==> config.mk <==
export PLATFORM = sky130hd
export DESIGN_NAME = unary_stream_sched
export DESIGN_NICKNAME = d
export VERILOG_FILES = /design/src/rtl/unary_stream_sched.sv
export SDC_FILE = /design/constraint.sdc
export NUM_CORES = 1
export LEC_CHECK = 0
export ABC_AREA = 1
export CAP_MARGIN = 20
export CORE_UTILIZATION = 40
export DETAILED_ROUTE_END_ITERATION = 8
export PLACE_DENSITY = 0.79
export SYNTH_ARGS = -nofsm -noshare
export SYNTH_HDL_FRONTEND = slang
export SYNTH_SLANG_ARGS = --single-unit
==> constraint.sdc <==
create_clock -name clk -period 4.15 [get_ports clk]
set_input_delay 1.245 -clock clk [delete_from_list [all_inputs] [get_ports clk]]
set_output_delay 1.245 -clock clk [all_outputs]
set_load 0.02 [all_outputs]
==> src/rtl/unary_stream_sched.sv <==
// Round-robin front end for a single shared unary_gen instance.
// Grants one requester at a time, loads its scalar into the generator,
// releases the generator for one full 2^WIDTH-cycle stream, and tags
// every stream bit with valid/last/id for the downstream encoder.
module unary_stream_sched #(
   parameter int NREQ  = 4,
   parameter int WIDTH = 10,
   parameter int IDW   = 2
) (
   input  logic              clk,
   input  logic              reset,
   input  logic [NREQ-1:0]   req,
   input  logic [8*NREQ-1:0] req_scalar,
   output logic [NREQ-1:0]   ack,
   output logic [NREQ-1:0]   done,
   input  logic              abort,
   output logic              aborted,
   output logic              busy,
   output logic [IDW-1:0]    gnt_id,
   output logic [7:0]        gen_scalar,
   output logic              gen_rst,
   input  logic [WIDTH-1:0]  gen_count,
   input  logic              gen_bit,
   output logic              stream_bit,
   output logic              stream_valid,
   output logic              stream_last,
   output logic [IDW-1:0]    stream_id
);

   typedef enum logic {
      IDLE = 1'b0,
      RUN  = 1'b1
   } state_t;

   // Scan index carries one extra bit so ptr + offset never overflows.
   localparam int             SW        = IDW + 1;
   localparam logic [SW-1:0]  NREQ_W    = SW'(NREQ);
   localparam logic [IDW-1:0] LAST_IDX  = IDW'(NREQ - 1);
   localparam logic [WIDTH-1:0] COUNT_MAX = {WIDTH{1'b1}};

   state_t           state_reg,        state_next;
   logic [IDW-1:0]   ptr_reg,          ptr_next;
   logic [IDW-1:0]   gnt_id_reg,       gnt_id_next;
   logic [7:0]       gen_scalar_reg,   gen_scalar_next;
   logic [NREQ-1:0]  ack_reg,          ack_next;
   logic [NREQ-1:0]  done_reg,         done_next;
   logic             aborted_reg,      aborted_next;
   logic             busy_reg,         busy_next;
   logic             gen_rst_reg,      gen_rst_next;
   logic             stream_valid_reg, stream_valid_next;
   logic             stream_last_reg,  stream_last_next;
   logic [IDW-1:0]   stream_id_reg,    stream_id_next;

   logic [7:0]       scalar_arr [NREQ];
   logic [IDW-1:0]   win_id;
   logic             win_found;
   logic [SW-1:0]    scan_idx;

   // Unpack the flat scalar bus into one byte per requester.
   genvar gi;
   generate
      for (gi = 0; gi < NREQ; gi++) begin : g_unpack
         assign scalar_arr[gi] = req_scalar[8*gi +: 8];
      end
   endgenerate

   // Rotating priority: first asserted request at or above the pointer, wrapping.
   always_comb begin
      win_id    = ptr_reg;
      win_found = 1'b0;
      scan_idx  = '0;
      for (int k = 0; k < NREQ; k++) begin
         scan_idx = {1'b0, ptr_reg} + SW'(k);
         if (scan_idx >= NREQ_W) begin
            scan_idx = scan_idx - NREQ_W;
         end
         if (!win_found && req[scan_idx[IDW-1:0]]) begin
            win_found = 1'b1;
            win_id    = scan_idx[IDW-1:0];
         end
      end
   end

   // Next-state and next-output logic; pulses default low, held values default to hold.
   always_comb begin
      state_next        = state_reg;
      ptr_next          = ptr_reg;
      gnt_id_next       = gnt_id_reg;
      gen_scalar_next   = gen_scalar_reg;
      ack_next          = '0;
      done_next         = '0;
      aborted_next      = 1'b0;
      stream_valid_next = 1'b0;
      stream_last_next  = 1'b0;
      stream_id_next    = stream_id_reg;

      case (state_reg)
         IDLE: begin
            // abort is meaningless here and must not hold off a grant
            if (win_found) begin
               state_next        = RUN;
               gnt_id_next       = win_id;
               gen_scalar_next   = scalar_arr[win_id];
               ack_next[win_id]  = 1'b1;
               ptr_next          = (win_id == LAST_IDX) ? '0 : win_id + 1'b1;
            end
         end
         RUN: begin
            if (abort) begin
               // abort beats end-of-stream: the in-flight bit is dropped
               state_next   = IDLE;
               aborted_next = 1'b1;
            end else begin
               stream_valid_next = 1'b1;
               stream_id_next    = gnt_id_reg;
               stream_last_next  = (gen_count == COUNT_MAX);
               if (gen_count == COUNT_MAX) begin
                  // generator wraps to zero on this same edge by itself
                  state_next              = IDLE;
                  done_next[gnt_id_reg]   = 1'b1;
               end
            end
         end
         default: begin
            state_next = IDLE;
         end
      endcase

      busy_next    = (state_next == RUN);
      gen_rst_next = (state_next == IDLE);
   end

   // State and registered outputs, cleared by the active-low synchronous reset.
   always_ff @(posedge clk) begin
      if (!reset) begin
         state_reg        <= IDLE;
         ptr_reg          <= '0;
         gnt_id_reg       <= '0;
         gen_scalar_reg   <= '0;
         ack_reg          <= '0;
         done_reg         <= '0;
         aborted_reg      <= 1'b0;
         busy_reg         <= 1'b0;
         gen_rst_reg      <= 1'b1;
         stream_valid_reg <= 1'b0;
         stream_last_reg  <= 1'b0;
         stream_id_reg    <= '0;
      end else begin
         state_reg        <= state_next;
         ptr_reg          <= ptr_next;
         gnt_id_reg       <= gnt_id_next;
         gen_scalar_reg   <= gen_scalar_next;
         ack_reg          <= ack_next;
         done_reg         <= done_next;
         aborted_reg      <= aborted_next;
         busy_reg         <= busy_next;
         gen_rst_reg      <= gen_rst_next;
         stream_valid_reg <= stream_valid_next;
         stream_last_reg  <= stream_last_next;
         stream_id_reg    <= stream_id_next;
      end
   end

   assign ack          = ack_reg;
   assign done         = done_reg;
   assign aborted      = aborted_reg;
   assign busy         = busy_reg;
   assign gnt_id       = gnt_id_reg;
   assign gen_scalar   = gen_scalar_reg;
   assign gen_rst      = gen_rst_reg;
   assign stream_bit   = gen_bit;
   assign stream_valid = stream_valid_reg;
   assign stream_last  = stream_last_reg;
   assign stream_id    = stream_id_reg;

endmodule

==> flow_summary.json <==
{
  "grt_use_total_pct": 17.7,
  "r2r-end": "ptr_reg[1]$_SDFFE_PN0P_",
  "rsz0062_at_grt": "no",
  "criticalPathCategory": "in -> reg",
  "fin_cells": 360,
  "yosys_warnings": 0,
  "final_nets": 365,
  "fin_crit_ps": 3000,
  "path_max_fanout": 10,
  "power_leakage_nw": 1.10,
  "endpoint_kind": "flip-flop",
  "synthMuxAreaShare_pct": 0,
  "cts_resized": 0,
  "vias": 1691,
  "area_growth_pct": 49.7,
  "ios": 76,
  "synth.area.top_cells": "dfxtp_1, nand2_1, nand3_1",
  "die_area_um2": 4190,
  "final-max-slew-violation-count": 0,
  "hold_buffers": 0,
  "synthCells": 241,
  "antenna_found_initial": 0,
  "syn-num-nets": 293,
  "synth-simple-area-share_pct": 50.4,
  "rows": 22,
  "cts_sinks": 27,
  "clock_path_buffers": 2,
  "syn_area_um2": 1570,
  "cts_setup_buffers": 0,
  "vdd_ir_drop_max_mv": 0.317,
  "arrival_ps": 3200,
  "tns_ps": 0,
  "cts_tree": "yes",
  "tightest_slew_ps": 468,
  "cts_root_buf": "clkbuf_8",
  "largest_reg_flops": 8,
  "grt_start_max_net_pins": 21,
  "rr_startpoint": "ptr_reg[0]$_SDFFE_PN0P_",
  "synthFlopType": "dfxtp_1",
  "dp.cells": 356,
  "p_per_area_nw_per_um2": 649,
  "finalHoldViolations": 0,
  "synth_top_family_by_area": "simple AND/OR/NAND/NOR gates",
  "yosys.area.top_type": "dfxtp_1",
  "wirelength_mm": 3.67,
  "port_buffers": 73,
  "slew_headroom_pct": 68.7,
  "synth_seq_area_share_pct": 34.3,
  "startpoint_type": "input pin",
  "cap_viol_max_count": 0,
  "grt_pass1_vias": 1412,
  "synth_top_area_share_pct": 34.3,
  "hp-start": "gen_scalar[6]$_SDFFE_PN0P_",
  "hold_path_class": "reg -> reg",
  "synth.avg_cell_area_um2": 6.53,
  "grt_overflow": 0,
  "status": "finished clean",
  "synth_edf_count": 0,
  "hpwl_mm": 2.93,
  "drc": 0,
  "synth_compound_area_share_pct": 3.97,
  "die_w_um": 64.7,
  "die-height_um": 64.7,
  "max_freq_mhz": 334,
  "synthTopCellsByCount": "nand2_1, nand3_1, dfxtp_1, inv_1, nor2_1",
  "ant_nets": 0,
  "min_path_cells": 2,
  "finalPower_mw": 1.53,
  "place.gp.congestion": 0.847,
  "cts-buffers-inserted": 3,
  "yosysMostFrequentCell": "nand2_1",
  "synthXorXnorAreaFrac_pct": 0,
  "post-route-period-util_pct": 72.3,
  "grt_pass1_wl_mm": 5.96,
  "cp.required_ps": 4350,
  "fin_skew_ps": 3.17,
  "hold-path-endpoint": "gen_scalar[6]$_SDFFE_PN0P_",
  "rr_worst_depth": 12,
  "path_clk_slew_ps": 90,
  "synth_cell_types": 23,
  "drive_gt1_share_pct": 9.29,
  "ys_ff_latch": 27,
  "firstDrtPassIters": 5,
  "n_antenna_cell": 0,
  "start_util_pct": 42.4,
  "setup_viol": 0,
  "viasPerCell": 4.70,
  "dr.first_iter.drc_count": 78,
  "clk_latency_ps": 270,
  "async_flop_share_pct": 0,
  "design.core.area_um2": 3720,
  "fillers": 333,
  "reg2reg_slack_ps": 1840,
  "cts-htree-levels": 1,
  "detail_route.wl_per_cell_um": 10.2,
  "synthAdderAreaFrac_pct": 1.59
}
==> worst max-delay path: stages <==
cell and delay [ps]:
clkdlybuf4s50_1 510, nand2_1 100, nand3_1 130, nand2_2 120
nand3b_1 180, nand3_1 90, nand2_1 50, nand2_1 50
nand2_1 220, ha_1 380, o22ai_1 120
==> metrics by stage <==
stage          instance area [µm²]  utilization [%]  hold slack (ps)  setup WS (ps)
5_1_grt                       2360             63.4              476           1020
4_1_cts                       2360             63.4              459           1170
2_1_floorplan                 1570                -              514           1530
3_5_place_dp                  2310             62.2              443            889
6_report                      2360             63.4              457           1150
3_3_place_gp                  2310             62.2              438            949
==> metal layers <==
metal,track usage [%],routed length [µm],vias to the layer above
met1,22.2,1660,736
li1,-,-,898
met5,0,0,-
met4,0.833,0,0
met2,30.7,1740,57
met3,5.81,273,0
==> logic make-up (layout without fill, tap and decap cells) <==
family | after synthesis | count (layout)
adder cells (fa/ha/maj) | 2 | 2
flip-flops | 27 | 27
AO/OA/AOI/OAI | 10 | 10
buffers and inverters | 32 | 103
AND/OR/NAND/NOR | 170 | 170
==> layout by cell type (no fill, tap or decap) <==
cell,count
a21oi_1,2
a21oi_2,1
clkbuf_8,3
clkdlybuf4s50_1,73
clkinv_2,1
dfxtp_1,27
ha_1,2
inv_1,21
inv_2,5
nand2_1,95
nand2_2,11
nand2_4,4
nand3_1,32
nand3b_1,1
nand4_1,2
nand4_4,2
nor2_1,17
nor2_4,1
nor3_1,5
o21ai_0,2
o21ai_2,1
o22ai_1,4
==> area by class of cell <==
class,instances,area [µm²],area share [%]
clock buffers,3,41.3,1.75
clock inverters,1,5.00,0.212
inverters,26,97.6,4.14
multi-input cells,182,881,37.4
flip-flops and latches,27,541,22.9
well taps,48,60.1,2.55
repair buffers,73,731,31.0
==> report_power, final <==
group / leakage [nW] / internal [mW] / switching [mW]
logic: 0.850 / 0.372 / 0.633
clock network: 0.0255 / 0.0672 / 0.0762
registers: 0.222 / 0.331 / 0.0505
==> worst max path at each step <==
stage | startpoint | end | slack (ps) | cells past startpoint
2_1_floorplan | gen_bit | stream_bit | 1530 | 1
3_3_place_gp | req[3] | ptr_reg[1]$_SDFFE_PN0P_ | 950 | 11
3_5_place_dp | req[1] | ptr_reg[1]$_SDFFE_PN0P_ | 890 | 11
4_1_cts | req[1] | ptr_reg[1]$_SDFFE_PN0P_ | 1170 | 11
5_1_grt | req[1] | ptr_reg[1]$_SDFFE_PN0P_ | 1020 | 12
6_report | req[1] | ptr_reg[1]$_SDFFE_PN0P_ | 1150 | 11
No activity file was read; power rests on OpenSTA's default activity.
